$ cat src/rtl/regfile_port_master.sv
// Bulk register-file initiator: streams registers out (DUMP), streams words in (LOAD)
// or writes one constant over a range (FILL), owning the write port and read port A while busy.
module regfile_port_master #(
  parameter int NREG = 32,
  parameter int AW   = 5,
  parameter int DW   = 32
) (
  input  logic          clk,
  input  logic          reset,
  input  logic          cmd_valid,
  output logic          cmd_ready,
  input  logic [1:0]    cmd_op,
  input  logic [AW-1:0] cmd_base,
  input  logic [AW:0]   cmd_len,
  input  logic [DW-1:0] cmd_fill,
  input  logic          ld_valid,
  output logic          ld_ready,
  input  logic [DW-1:0] ld_data,
  output logic          dp_valid,
  input  logic          dp_ready,
  output logic [AW-1:0] dp_addr,
  output logic [DW-1:0] dp_data,
  output logic          RegWrite,
  output logic [AW-1:0] wrAddr,
  output logic [DW-1:0] wrData,
  output logic [AW-1:0] rdAddrA,
  input  logic [DW-1:0] rdDataA,
  output logic          busy,
  output logic          done
);

  localparam logic [1:0] OpDump = 2'b00;
  localparam logic [1:0] OpLoad = 2'b01;
  localparam logic [1:0] OpFill = 2'b10;
  localparam logic [1:0] OpRsvd = 2'b11;

  typedef enum logic [2:0] {IDLE, DUMP, LOAD, FILL, FIN} stateType;

  stateType      state, stateNext;
  logic [AW-1:0] ptr, ptrNext;
  logic [AW:0]   remain, remainNext;
  logic          regWriteNext;
  logic [AW-1:0] wrAddrNext;
  logic [DW-1:0] wrDataNext;
  logic [AW-1:0] rdAddrNext;
  logic          dpValidNext;
  logic [AW-1:0] dpAddrNext;
  logic [DW-1:0] dpDataNext;

  function automatic logic [AW-1:0] nextAddr(input logic [AW-1:0] a);
    return (a == AW'(NREG - 1)) ? '0 : a + AW'(1);
  endfunction

  // Gating with reset keeps cmd_ready low while reset is held, so nothing is accepted then.
  assign cmd_ready = (state == IDLE) && reset;
  assign busy      = (state != IDLE);
  assign done      = (state == FIN);
  assign ld_ready  = (state == LOAD);

  always_ff @(posedge clk) begin
    if (!reset) state <= IDLE;
    else        state <= stateNext;
  end

  // Every transfer's last register-file write lands in FIN, so done always coincides with it.
  always_comb begin
    stateNext    = state;
    ptrNext      = ptr;
    remainNext   = remain;
    regWriteNext = 1'b0;
    wrAddrNext   = wrAddr;
    wrDataNext   = wrData;
    rdAddrNext   = rdAddrA;
    dpValidNext  = dp_valid;
    dpAddrNext   = dp_addr;
    dpDataNext   = dp_data;
    case (state)
      IDLE: begin
        if (cmd_valid && cmd_ready) begin
          if (cmd_len == '0 || cmd_op == OpRsvd) begin
            stateNext = FIN;
          end else begin
            case (cmd_op)
              OpFill: begin
                regWriteNext = 1'b1;
                wrAddrNext   = cmd_base;
                wrDataNext   = cmd_fill;
                ptrNext      = nextAddr(cmd_base);
                remainNext   = cmd_len - (AW+1)'(1);
                stateNext    = (cmd_len == (AW+1)'(1)) ? FIN : FILL;
              end
              OpLoad: begin
                ptrNext    = cmd_base;
                remainNext = cmd_len;
                stateNext  = LOAD;
              end
              default: begin
                rdAddrNext = cmd_base;
                remainNext = cmd_len;
                stateNext  = DUMP;
              end
            endcase
          end
        end
      end
      FILL: begin
        regWriteNext = 1'b1;
        wrAddrNext   = ptr;
        ptrNext      = nextAddr(ptr);
        remainNext   = remain - (AW+1)'(1);
        if (remain == (AW+1)'(1)) stateNext = FIN;
      end
      LOAD: begin
        if (ld_valid) begin
          regWriteNext = 1'b1;
          wrAddrNext   = ptr;
          wrDataNext   = ld_data;
          ptrNext      = nextAddr(ptr);
          remainNext   = remain - (AW+1)'(1);
          if (remain == (AW+1)'(1)) stateNext = FIN;
        end
      end
      DUMP: begin
        if (!dp_valid || dp_ready) begin
          if (remain != '0) begin
            dpValidNext = 1'b1;
            dpAddrNext  = rdAddrA;
            dpDataNext  = rdDataA;
            rdAddrNext  = nextAddr(rdAddrA);
            remainNext  = remain - (AW+1)'(1);
          end else begin
            dpValidNext = 1'b0;
            stateNext   = FIN;
          end
        end
      end
      FIN:     stateNext = IDLE;
      default: stateNext = IDLE;
    endcase
  end

  always_ff @(posedge clk) begin
    if (!reset) begin
      ptr      <= '0;
      remain   <= '0;
      RegWrite <= 1'b0;
      wrAddr   <= '0;
      wrData   <= '0;
      rdAddrA  <= '0;
      dp_valid <= 1'b0;
      dp_addr  <= '0;
      dp_data  <= '0;
    end else begin
      ptr      <= ptrNext;
      remain   <= remainNext;
      RegWrite <= regWriteNext;
      wrAddr   <= wrAddrNext;
      wrData   <= wrDataNext;
      rdAddrA  <= rdAddrNext;
      dp_valid <= dpValidNext;
      dp_addr  <= dpAddrNext;
      dp_data  <= dpDataNext;
    end
  end

endmodule

$ cat config.mk
export PLATFORM = sky130hd
export DESIGN_NAME = regfile_port_master
export DESIGN_NICKNAME = d
export VERILOG_FILES = /design/src/rtl/regfile_port_master.sv
export SDC_FILE = /design/constraint.sdc
export NUM_CORES = 1
export LEC_CHECK = 0
export CORE_AREA = 4 4 106 108
export CTS_CLUSTER_SIZE = 20
export DETAILED_ROUTE_END_ITERATION = 6
export DIE_AREA = 0 0 110 112
export PLACE_DENSITY = 0.86
export RECOVER_POWER = 100
export SYNTH_ARGS = -nofsm -noshare
export SYNTH_HDL_FRONTEND = slang
export SYNTH_SLANG_ARGS = --single-unit
$ cat constraint.sdc
create_clock -name clk -period 3.6 [get_ports clk]
set_input_delay 0.36 -clock clk [delete_from_list [all_inputs] [get_ports clk]]
set_output_delay 0.36 -clock clk [all_outputs]
set_load 0.02 [all_outputs]
Yosys cells after proc, flatten, opt, wreduce, memory -nomap -nowiden --
Cells that the tools add are included. Widths: inputs -> output; s select.
Cells by class: add/subtract/negate cells 5, equal/unequal tests 21, mux-type cells 46, reductions and logical operators 22
Operators by type and width (number):
- $mux 32 | 4
- $mux 5 | 15
- $pmux 32 s2 | 1
- $mux 6 | 6
- $pmux 5 s3 | 2
- $pmux 6 s4 | 1
- $mux 3 | 7
- $pmux 5 s2 | 2
- $add 5x1->5 const B | 3
- $eq 5x5->1 const B | 3
- $reduce_and 5->1 | 3
- $eq 6x1->1 const B | 2
- $ne 2x2->1 const B | 6
- $pmux 3 s4 | 1
- $reduce_and 6->1 | 2
- $sub 6x1->6 const B | 2
- $eq 3x2->1 const B | 2
- $logic_not 6->1 | 1
- $pmux 3 s2 | 1
- $reduce_bool 3->1 | 2
- $reduce_bool 6->1 | 1
- $mux 1 | 5
- $eq 2x2->1 const B | 2
- $ne 2x1->1 const B | 2
- 15 further kinds | 18
Storage, ports and cells: bits in registers 95, bits of input ports 114, output and inout bits 85, word-level logic and storage cells 104

Longest topological paths before layout --
depth after elaboration 6, mapped depth 8, mapped depth without buffers 8

Worst setup path before layout --
No wires, ideal clock.
path type input to register, start input port cmd_base[0], end register ptr[2], setup time 70 ps, arrival 1873 ps, required time 3530 ps, path slack 1656 ps, stages 7, path buffers 0, path through ha_1 and3_1 ha_1 or4b_2 a21oi_1 o21bai_1 a21oi_1
Between the ends: longest elaborated chain between the ends 6, elaborated cells on any way between the ends 7, classes of those cells 1 x add/sub; 1 x eq/ne; 5 x mux
RTL lines:
- start: declaration | line 13 | input logic [AW-1:0] cmd_base,
- $add 5x1->5 / $eq 5x5->1 (equally long branches) | line 51 | return (a == AW'(NREG - 1)) ? '0 : a + AW'(1);
- $mux 5 * | line 51
- $pmux 5 s2 * | line 83 | case (cmd_op)
- $mux 5 * | line 80 | if (cmd_len == '0 || cmd_op == OpRsvd) begin
- $mux 5 * | line 79 | if (cmd_valid && cmd_ready) begin
- $pmux 5 s3 * | line 77 | case (state)
- end signal: assignment | line 154 | ptr <= ptrNext;
- end: declaration | line 40 | logic [AW-1:0] ptr, ptrNext;
Every way passes the cells marked *; elsewhere a longest branch is shown, timed or not. The select of a mux whose other input is x is not followed. A chain may end at the register's enable or synchronous reset.

Worst setup path in the final report --
start input port reset, end register state[2]
Between the ends: longest elaborated chain between the ends 4
RTL lines:
- start: declaration | line 9 | input logic reset,
- $logic_and 1x1->1 | line 55 | assign cmd_ready = (state == IDLE) && reset;
- $logic_and 1x1->1 | line 79
- $ne 2x1->1 (no line)
- $reduce_and 4->1 (no line)
- end signal: assignment | line 62 | else state <= stateNext;
- end: declaration | line 39 | stateType state, stateNext;
Several ways; a longest one is shown, not always the timed one.

==> metrics <==
Starting DRT DRC Count=308; total of endpoints with negative setup slack in the final report=0; pwr dens=612 mW/mm^2; CTS H-Tree Depth=3; final cycle utilization of the critical path=76.8%; startpoint-to-endpoint class of the critical path=primary input to flop; cts hold-fix bufs=0; antenna fix cells=0; largest fanout on the critical path=91; setup repair after global routing missed its margin=no; first drt pass iteration count=4; most frequent cells in the layout=112 x sky130_fd_sc_hd__clkdlybuf4s50_1, 108 x sky130_fd_sc_hd__nand2_1, 95 x sky130_fd_sc_hd__dfxtp_1; Die H=112 um; synthesized instance count=561; Min-Delay Startpoint=dp_addr[4]$_SDFFE_PN0P_; violations in the final reports=max-capacitance violations, max-slew violations; final routed DRC violation total=0; nature of the critical path endpoint=flop; area of the placeable core=0.0102 mm^2; floorplan row count=37; cell type with the highest aggregate area in the netlist=sky130_fd_sc_hd__dfxtp_1; number of placed cells counting well taps=864; slew at the pin closest to its max-slew limit=1850 ps; cell family with most CP delay=buffers and inverters; number of failing hold endpoints at the final stage=0; sequential cell area=0.00190 mm^2; cell area after technology mapping=0.00475 mm^2; number of nets in the synthesized netlist=690; number of buffers between clock root and the deepest sink=2; # IOs=199; post-route worst hold slack=453 ps; async set or reset register ratio after synthesis=0%; number of vias in the routed layout=4714; vias in the first global route=4580; count of max-cap constraint violations=1; clock sinks=95; count of buffers from port buffering=198; HPWL Detailed=10100 um; Buf+Inv Stages, Crit Path=3; clock slew seen by the registers of the worst setup and hold paths=100 ps; top flip-flop cell by instance count after synthesis=sky130_fd_sc_hd__dfxtp_1; TritonCTS clock tree=built; wire length of the first global-routing pass=21200 um; number of synthesized flops with an enable pin=0; worst min-delay path category=flop to flop; pin count of the biggest net entering global routing=92; detail-routed via count per cell=5.36; relative slew slack=-23.2%; area fraction of the dominant cell type after synthesis=40.0%; DIE WIDTH=110 um; number of distinct library cells after synthesis=61; reported leakage power=2.70 nW; Global Route Usage Sum=21.0%; cts bufs inserted=9; Nets=868; Avg WL per Cell=15.1 um; most common library cell in the layout ignoring fill and taps=sky130_fd_sc_hd__clkdlybuf4s50_1; sequential element share of the synthesized area=40.0%; highest achievable clock rate=362 MHz; Post-Layout Cell Count=880; CP startpoint=reset; synth-to-layout area growth=45.8%; Synth warnings=0; Filler Cells Inserted=823; result of the run=complete, but fails checks; delay of the slowest critical-path stage=940 ps; Worst Clk Skew=17.8 ps; GRT Residual Overflow=0; setup bufs post-CTS=0; crit-path cells=dlygate4sd3_1 > clkinv_1 > clkbuf_2 > a2111oi_0; cell types occupying the most area after synthesis=sky130_fd_sc_hd__dfxtp_1 40%, sky130_fd_sc_hd__nand2_1 8.5%, sky130_fd_sc_hd__mux2i_1 7.8%; Slowest cell on crit path=sky130_fd_sc_hd__clkbuf_2; final critical-path required period=2760 ps; Root Driver=sky130_fd_sc_hd__clkbuf_8; area of the die=0.0123 mm^2; mean cell area of the mapped netlist=8.47 um^2; final total negative setup slack=0 ps; starting utilization of the core area=46.4%; Worst setup SP type=primary input; routability-driven placement congestion ratio=0.871; total of cells resized after clock tree synthesis=0; required time of the critical path=3790 ps; insertion delay of the later-clocked pin in the worst-skew pair=340 ps; multi-input logic area=0.00254 mm^2; data arrival time of the worst path=2960 ps; startpoint of the most critical register-to-register path=state[1]$_SDFFE_PN0P_; layout cell share with drive strength beyond 1=4.57%; maximum resistive drop on vdd=0.325 mV; routed wire length=13300 um; number of max-slew violations in the final report=92; number of antenna violations at the first check in global routing=0; antenna violation net count after detailed routing=0; number of flip-flops and latches in the synthesized netlist=95
[flip-flops by register name (all words and copies together), names as in the netlist]
name	cells
rdAddrA	5
wrData	32
wrAddr	5
RegWrite	1
dp_data	32
state	3
remain	6
dp_valid	1
dp_addr	5
ptr	5
[cell type report]
type,count,share of cell area [%]
tap,136,2.46
multi-input combinational,415,36.7
sequential,95,27.5
clock inverter,7,1.57
clock buffer,9,1.79
timing repair buffer,204,29.2
inverter,14,0.759
[cell families (layout without fill, tap and decap cells)]
kind of cell	count (synthesis)	count (layout)	share of synthesized area [%]
compound gates	142	142	21.6
simple gates	213	213	20.1
xor+xnor	8	8	1.48
mux	37	37	7.80
fa+ha+maj	15	15	3.95
flops	95	95	40.0
buf+inv	51	234	5.01
[synthesized netlist by cell type, drive strengths merged, types with 3 or more instances]
master and instances:
and3 5, nand2b 5, nor3b 4, xnor2 4, nand3 5, o211ai 5, or2 3, a31oi 5
o2111ai 3, clkbuf 17, a211o 4, a21oi 54, buf 20, inv 14, dfxtp 95, nor4 4
nor2 58, mux2i 37, a311oi 8, ha 15, a211oi 35, nand2 108, or4 3, o21ai 13
nor3 6, xor2 4
[power by group]
group	leakage (nW)	internal [mW]	switching (mW)
clock	0.118	0.408	0.393
combinational	1.81	0.840	1.11
sequential	0.772	1.29	0.199
[layer usage]
layer / routed length, um / global-route usage, % / part of all wire, %
met4: 185 / 5.32 / 1.4
met1: 5330 / 24.6 / 40
met3: 1150 / 5.97 / 8.7
met5: 0 / 0 / 0
met2: 6610 / 37.1 / 50
[metrics by stage]
step                instance area, um^2  setup slack (ps)  power (mW)  util [%]
finish                             6920               835        4.24      67.7
global route                       6920               621        4.53      67.7
CTS                                7010               892        4.40      68.5
detailed placement                 6770               660        3.59      66.2
global placement                   6770               906        3.52      66.2
floorplan                          4750              1660        2.82         -
[worst min-delay path, cell delays in order, from the launching register on]
cell and delay (ps):
sky130_fd_sc_hd__dfxtp_1 320, sky130_fd_sc_hd__nand2_1 50, sky130_fd_sc_hd__a21oi_1 50
[final timing paths]
kind                        endpoint  slack, ps  depth (start not counted)
max reg2reg  wrData[20]$_SDFFE_PN0P_       1120                          5
min          dp_addr[4]$_SDFFE_PN0P_        450                          2
max            state[2]$_SDFFE_PN0P_        840                          4
min reg2reg  dp_addr[4]$_SDFFE_PN0P_        450                          2
No activity file was read; power rests on OpenSTA's default activity.
